**config.mk**
```make
export PLATFORM = sky130hd
export DESIGN_NAME = sample_addressing_frame
export DESIGN_NICKNAME = d
export VERILOG_FILES = /design/src/rtl/sample_addr_pkg.sv /design/src/rtl/trig_edge_detect.sv /design/src/rtl/sample_addressing_frame.sv
export SDC_FILE = /design/constraint.sdc
export NUM_CORES = 1
export LEC_CHECK = 0
export CORE_MARGIN = 5
export CORE_UTILIZATION = 40
export CTS_CLUSTER_DIAMETER = 40
export DETAILED_ROUTE_END_ITERATION = 7
export PLACE_DENSITY = 0.66
export SLEW_MARGIN = 10
export SYNTH_ARGS = -nofsm -noshare
export SYNTH_HDL_FRONTEND = slang
export SYNTH_SLANG_ARGS = --single-unit
```
**constraint.sdc**
```tcl
create_clock -name clock -period 2.3 [get_ports clock]
set_input_delay 0.46 -clock clock [delete_from_list [all_inputs] [get_ports clock]]
set_output_delay 0.46 -clock clock [all_outputs]
set_load 0.005 [all_outputs]
```
**src/rtl/sample_addr_pkg.sv**
```systemverilog
// Shared types and default geometry for the sample addressing frame block.
package sample_addr_pkg;

    localparam int DEFAULT_NSAMPLES = 1170;
    localparam int DEFAULT_NLINES   = 512;

    typedef enum logic [1:0] {
        IDLE      = 2'd0,
        ARMED     = 2'd1,
        ACQ       = 2'd2,
        WAIT_TRIG = 2'd3
    } frame_state_t;

endpackage

```
**src/rtl/trig_edge_detect.sv**
```systemverilog
// Registers the sweep trigger and emits a one-cycle pulse on its rising edge.
module trig_edge_detect (
    input  logic clock,
    input  logic reset_n,
    input  logic sclr,
    input  logic trigger,
    output logic rise
);

    logic trigger_q;

    always_ff @(posedge clock or negedge reset_n) begin
        if (!reset_n) begin
            trigger_q <= 1'b0;
        end else if (sclr) begin
            trigger_q <= 1'b0;
        end else begin
            trigger_q <= trigger;
        end
    end

    assign rise = trigger & ~trigger_q;

endmodule

```
**src/rtl/sample_addressing_frame.sv**
```systemverilog
// Generates per-sample write addresses for a frame of triggered A-lines.
// Optional SAMPLE_ADDR_PINGPONG_EN adds a bank output that alternates per frame.
module sample_addressing_frame
    import sample_addr_pkg::*;
#(
    parameter int NSAMPLES = DEFAULT_NSAMPLES,
    parameter int ADDR_W   = 11,
    parameter int NLINES   = DEFAULT_NLINES,
    parameter int LINE_W   = 10
) (
    input  logic              clock,
    input  logic              reset_n,
    input  logic              sclr,
    input  logic              arm,
    input  logic              continuous,
    input  logic              trigger,
    output logic [ADDR_W-1:0] addr,
    output logic              wr_en,
    output logic [LINE_W-1:0] line_idx,
    output logic              line_done,
    output logic              frame_done,
    output logic              busy,
    output logic              overrun
`ifdef SAMPLE_ADDR_PINGPONG_EN
    ,
    output logic              bank
`endif
);

    localparam logic [ADDR_W-1:0] LAST_ADDR   = ADDR_W'(NSAMPLES - 1);
    localparam logic [ADDR_W-1:0] PENULT_ADDR = ADDR_W'(NSAMPLES - 2);
    localparam logic [LINE_W-1:0] LAST_LINE   = LINE_W'(NLINES - 1);

    frame_state_t      state_q, state_d;
    logic [ADDR_W-1:0] addr_d;
    logic [LINE_W-1:0] line_idx_d;
    logic              wr_en_d, line_done_d, frame_done_d, busy_d, overrun_d;
    logic              trig_rise;

    trig_edge_detect u_edge (
        .clock   (clock),
        .reset_n (reset_n),
        .sclr    (sclr),
        .trigger (trigger),
        .rise    (trig_rise)
    );

    always_ff @(posedge clock or negedge reset_n) begin
        if (!reset_n) begin
            state_q    <= IDLE;
            addr       <= '0;
            wr_en      <= 1'b0;
            line_idx   <= '0;
            line_done  <= 1'b0;
            frame_done <= 1'b0;
            busy       <= 1'b0;
            overrun    <= 1'b0;
        end else if (sclr) begin
            state_q    <= IDLE;
            addr       <= '0;
            wr_en      <= 1'b0;
            line_idx   <= '0;
            line_done  <= 1'b0;
            frame_done <= 1'b0;
            busy       <= 1'b0;
            overrun    <= 1'b0;
        end else begin
            state_q    <= state_d;
            addr       <= addr_d;
            wr_en      <= wr_en_d;
            line_idx   <= line_idx_d;
            line_done  <= line_done_d;
            frame_done <= frame_done_d;
            busy       <= busy_d;
            overrun    <= overrun_d;
        end
    end

    // Outputs are computed one cycle early so the strobes line up with the last address.
    always_comb begin
        state_d      = state_q;
        addr_d       = '0;
        wr_en_d      = 1'b0;
        line_done_d  = 1'b0;
        frame_done_d = 1'b0;
        line_idx_d   = line_idx;
        overrun_d    = overrun;
        case (state_q)
            IDLE: begin
                if (arm) begin
                    state_d    = ARMED;
                    line_idx_d = '0;
                    overrun_d  = 1'b0;
                end
            end
            ARMED, WAIT_TRIG: begin
                if (trig_rise) begin
                    state_d = ACQ;
                    wr_en_d = 1'b1;
                end
            end
            ACQ: begin
                if (trig_rise) begin
                    overrun_d = 1'b1;
                end
                if (addr == LAST_ADDR) begin
                    if (line_idx == LAST_LINE) begin
                        line_idx_d = '0;
                        state_d    = continuous ? ARMED : IDLE;
                    end else begin
                        line_idx_d = line_idx + 1'b1;
                        state_d    = WAIT_TRIG;
                    end
                end else begin
                    addr_d       = addr + 1'b1;
                    wr_en_d      = 1'b1;
                    line_done_d  = (addr == PENULT_ADDR);
                    frame_done_d = (addr == PENULT_ADDR) && (line_idx == LAST_LINE);
                end
            end
            default: state_d = IDLE;
        endcase
        busy_d = (state_d != IDLE);
    end

`ifdef SAMPLE_ADDR_PINGPONG_EN
    always_ff @(posedge clock or negedge reset_n) begin
        if (!reset_n) begin
            bank <= 1'b0;
        end else if (sclr) begin
            bank <= 1'b0;
        end else if (frame_done) begin
            bank <= ~bank;
        end
    end
`endif

endmodule

```
== Word level (Yosys, flattened, before mapping) ==
Cells that the tools add are included.

* Bitwise logic cells: 2
* Shift operators: 0
* Divide/modulo/power cells: 0
* Equality and inequality tests: 9
* $add $sub $neg: 2
* Muxes and demuxes: 31
* Multipliers: 0
* Reduce and logical (&&, ||, !) cells: 7
* Order comparisons: 0

{| class="wikitable"
|+ Operators with widths
! cell !! number
|-
| 2-to-1 mux 10 bit || 4
|-
| 2-to-1 mux 11 bit || 3
|-
| equality test 11 bit, second input constant || 2
|-
| one-hot mux 10 bit (2 select lines) || 1
|-
| 2-to-1 mux 1 bit || 15
|-
| adder 11 x 1 -> 11 bit, second input constant || 1
|-
| adder 10 x 1 -> 10 bit, second input constant || 1
|-
| equality test 10 x 9 -> 1 bit, second input constant || 1
|-
| 2-to-1 mux 2 bit || 5
|-
| inequality test 3 bit, second input constant || 3
|-
| one-hot mux 2 bit (3 select lines) || 1
|-
| AND reduction 3 bit || 2
|-
| equality test 2 bit, second input constant || 2
|-
| one-hot mux 1 bit (2 select lines) || 2
|-
| nonzero test 3 bit || 1
|-
| equality test 2 x 1 -> 1 bit, second input constant || 1
|-
| logical NOT 2 bit || 1
|-
| nonzero test 2 bit || 1
|-
| OR reduction 2 bit || 1
|-
| AND 1 bit || 1
|-
| logical AND 1 bit || 1
|-
| NOT 1 bit || 1
|}

* Latch bits: 0
* Bits in registers: 29
* Memory bits (writable): 0
* ROM bits: 0
* Logic and storage cells: 60
* Memories kept: 0

== Longest topological paths before layout ==
* Depth after elaboration: 6
* Depth in mapped cells: 6

== Cells and area by module ==
A second synthesis with hierarchy kept.

* Cell total of the unflattened synthesis: 160
* Area total of the unflattened synthesis: 1622.8 um^2

{| class="wikitable"
|+ By module, submodules not included
! module !! cells an instance !! instances !! area an instance (um^2)
|-
| sample_addressing_frame || 157 || 1 || 1570.3
|-
| trig_edge_detect || 3 || 1 || 52.6
|}

== Worst setup path before layout ==
Ideal clock, no wire load.

* Kind: flip-flop to flip-flop
* Start: reg addr[5]
* End: reg line_idx[8]
* Cell stages (with the launch flop): 6
* Setup slack: 0.285 ns
* Library setup time: 0.082 ns
* Data arrival time: 1.933 ns
* Buffers on the path: 0
* Cells stage by stage: dfrtp_1 or4b_4 and4bb_4 nor2_2 or4_1 a31oi_1

* Word-level cells in the longest chain between the ends: 3

{| class="wikitable"
|+ RTL lines
! what !! line !! source
|-
| start: declaration || sample_addressing_frame.sv:17 || <nowiki>output logic [ADDR_W-1:0] addr,</nowiki>
|-
| start signal: assignment || sample_addressing_frame.sv:69 || <nowiki>addr <= addr_d;</nowiki>
|-
| equality test 11 bit || sample_addressing_frame.sv:106 || <nowiki>if (addr == LAST_ADDR) begin</nowiki>
|-
| inequality test 3 bit (no line) || -- ||
|-
| AND reduction 3 bit (no line) || -- ||
|-
| end signal: assignment || sample_addressing_frame.sv:71 || <nowiki>line_idx <= line_idx_d;</nowiki>
|-
| end: declaration || sample_addressing_frame.sv:19 || <nowiki>output logic [LINE_W-1:0] line_idx,</nowiki>
|}

Every way passes these cells.
A chain may end at the register's enable or synchronous reset.

== Worst setup path in the final report ==
* Start: reg addr[3]
* End: reg line_idx[8]

The elaborated chain is that of the path after synthesis.

==> run metrics <==
Std-Cell Core Area=3420 um^2; Vias=1,290; final max-slew violation count=0; later-pin clock latency in the skew report=0.33 ns; Cell Count, Final, Fillers Out=242; worst slew margin relative to its limit=62.0%; initial antenna violation count=0; Tcrit/Tclk final=91.1%; commonest cells after routing, fill and taps aside=sky130_fd_sc_hd__clkdlybuf4s50_1, sky130_fd_sc_hd__dfrtp_1, sky130_fd_sc_hd__nor2_1; Global Route Usage Sum=14.9%; antenna violation net count after detailed routing=0; Post-Synth XOR/XNOR Area=3.63%; clock tree from TritonCTS=done; Min Clock Period, post-route=2.10 ns; actual slew at the worst max-slew pin=0.566 ns; beginning of the worst register-to-register path=addr[3]; placed insts=234; setup clock skew after layout=0.00609 ns; multiplexer share of the synthesized area=0%; first-pass GRT wire length=5940 um; power per cell area=472 nW/um^2; floorplan die width=70.1 um; floorplan die area=4920 um^2; total of hold buffers inserted after clock tree synthesis=0; post-synthesis instance area=1450 um^2; Final GP Congestion=0.838; commonest non-fill, non-tap cell in the layout=sky130_fd_sc_hd__clkdlybuf4s50_1; count of flip-flops with a built-in enable after synthesis=0; required time at the endpoint of the critical path=2.56 ns; # setup viols final=0; main combinational cell family by area after synthesis=simple AND/OR/NAND/NOR gates; number of port buffers=31; count of unique library cells instantiated by Yosys=33; starting utilization of the core area=42.3%; CP endpoint kind=flop; Initial DRC Count=77; maximum number of pins on one net before global-route repair=30; post-layout net count=205; TritonCTS Buffers=5; clock sink count=29; total setup buffers inserted after CTS=0; start point of the critical path=addr[3]; DR WL/cell=14.3 um; VDD IR-drop max=0.000278 V; DR DRC count=0; post-synthesis to final-layout area growth=30.9%; category of the worst setup path launch point=flop; leftover overflow at the end of global routing=0; overall die height=70.1 um; kind of critical path=flop to flop; count of state elements after synthesis=29; Data arrival, critical path=2.36 ns; deepest level of the CTS H-tree=2; post-synthesis area per instance=9.39 um^2; Vias per Instance=5.33; total length of routed wires=3470 um; share of flip-flops with an asynchronous set or reset after synthesis=100%; Max FO, Critical Path=7; path class of the lowest-slack min-delay path=primary input to asynchronous set/reset pin; vias in the first global route=1,238; run status=finished, final reports clean; RSZ-0062 raised after global routing=no; adder and majority cell fraction of the synthesized area=3.46%; number of standard cells after synthesis=154; number of detailed-routing iterations run before antenna repair=4; root buffer cell=sky130_fd_sc_hd__clkbuf_4; portion of the post-synthesis area used by sequential elements=50.2%; clock-pin slew of the registers on the worst-case setup and hold paths=0.10 ns; number of failing hold endpoints at the final stage=0; share of the synthesized area in compound gates (AO/OA/AOI/OAI)=13.8%; final antenna diode count=0; simple logic cell fraction of the synthesized area=27.2%; max_cap viols=0; static leakage=0.759 nW; Clock Path Buffers=2; final HPWL from detailed placement=2480 um; Peak Freq=477 MHz; share of post-route cells with drive strength above 1=8.16%; Yosys warning count=0; number of gates resized after cts=0; Sum Neg Setup Slack=0 ns; number of placement rows=21; Synthesized Nets=164; I/O pins=32; Post-synth top flop=sky130_fd_sc_hd__dfrtp_1
[stage by stage]
step / setup WS (ns) / instance area (um^2) / hold slack (ns) / total power [mW] / util, %
detailed placement: 0.211 / 1840 / 0.500 / 0.606 / 53.9
CTS: 0.192 / 1890 / 0.512 / 0.901 / 55.4
global route: 0.122 / 1890 / 0.537 / 0.931 / 55.4
floorplan: 0.285 / 1450 / 0.164 / 0.563 / -
finish: 0.204 / 1890 / 0.499 / 0.894 / 55.4
global placement: 0.253 / 1840 / 0.487 / 0.605 / 53.9
[logic make-up (layout without fill, tap and decap cells)]
logic type / after synthesis / in the layout
and+or+nand+nor: 75 / 75
AOI/OAI and AO/OA: 34 / 34
DFF: 29 / 29
xor gates and xnor gates: 6 / 6
buffers and inverters: 6 / 48
adders and majority gates: 4 / 4
[worst paths after layout]
kind	to	slack [ns]	depth (start not counted)
setup / recovery	line_idx[8]	0.20	5
hold / removal	state_q[0]	0.50	2
setup reg to reg	line_idx[8]	0.20	5
hold reg to reg	overrun	0.51	2
max in group asynchronous	addr[7]	1.53	2
min in group clock	overrun	0.51	2
[worst max-delay path, stage by stage, from the launching register on]
cell and delay [ns]:
sky130_fd_sc_hd__dfrtp_1 0.44, sky130_fd_sc_hd__or4b_4 0.55, sky130_fd_sc_hd__and4bb_4 0.37, sky130_fd_sc_hd__nor2_2 0.07, sky130_fd_sc_hd__or4_1 0.46, sky130_fd_sc_hd__a31oi_1 0.13
[cells in the mapped netlist (3+ instances only)]
master | n | share of area (%)
sky130_fd_sc_hd__ha_1 | 4 | 3.5
sky130_fd_sc_hd__a31oi_1 | 4 | 1.7
sky130_fd_sc_hd__nand2_1 | 14 | 3.6
sky130_fd_sc_hd__nand2b_1 | 3 | 1.3
sky130_fd_sc_hd__xor2_1 | 5 | 3.0
sky130_fd_sc_hd__nor2_1 | 21 | 5.5
sky130_fd_sc_hd__and2_1 | 3 | 1.3
sky130_fd_sc_hd__dfrtp_1 | 29 | 50
sky130_fd_sc_hd__o31ai_1 | 4 | 2.1
sky130_fd_sc_hd__nor2b_1 | 4 | 1.7
sky130_fd_sc_hd__o21ai_0 | 15 | 5.2
sky130_fd_sc_hd__nand3_1 | 10 | 3.5
sky130_fd_sc_hd__a21oi_1 | 6 | 2.1
sky130_fd_sc_hd__inv_1 | 4 | 1.0
sky130_fd_sc_hd__nor3_1 | 4 | 1.4
sky130_fd_sc_hd__or3_1 | 3 | 1.3
[where the power goes]
group	leakage [nW]	switching (mW)	internal, mW
Combinational	0.327	0.0387	0.0311
Sequential	0.400	0.00802	0.517
Clock	0.0320	0.183	0.116
Total	0.759	0.230	0.665
[state kept, by name, indices dropped and copies added (netlist names)]
register,count
addr,11
line_idx,10
state_q,2
busy,1
frame_done,1
line_done,1
overrun,1
u_edge.trigger_q,1
wr_en,1
[routing by layer]
metal | track usage [%] | part of all wire [%] | wire length (um) | vias up
li1 | - | - | - | 628
met1 | 18.6 | 45 | 1560 | 627
met2 | 23.7 | 48 | 1670 | 29
met3 | 5.88 | 5.4 | 187 | 6
met4 | 4.47 | 1.3 | 46 | 0
met5 | 0 | 0 | 0 | -
[final cells by class]
cell class,instances,area (um^2)
repair buffers,36,348
clock inverters,2,10.0
well taps,46,57.6
flip-flops and latches,29,726
fillers,336,1520
multi-input cells,119,696
clock buffers,6,41.3
inverters,4,15.0
Note: power is estimated with default switching activity, not from simulation.
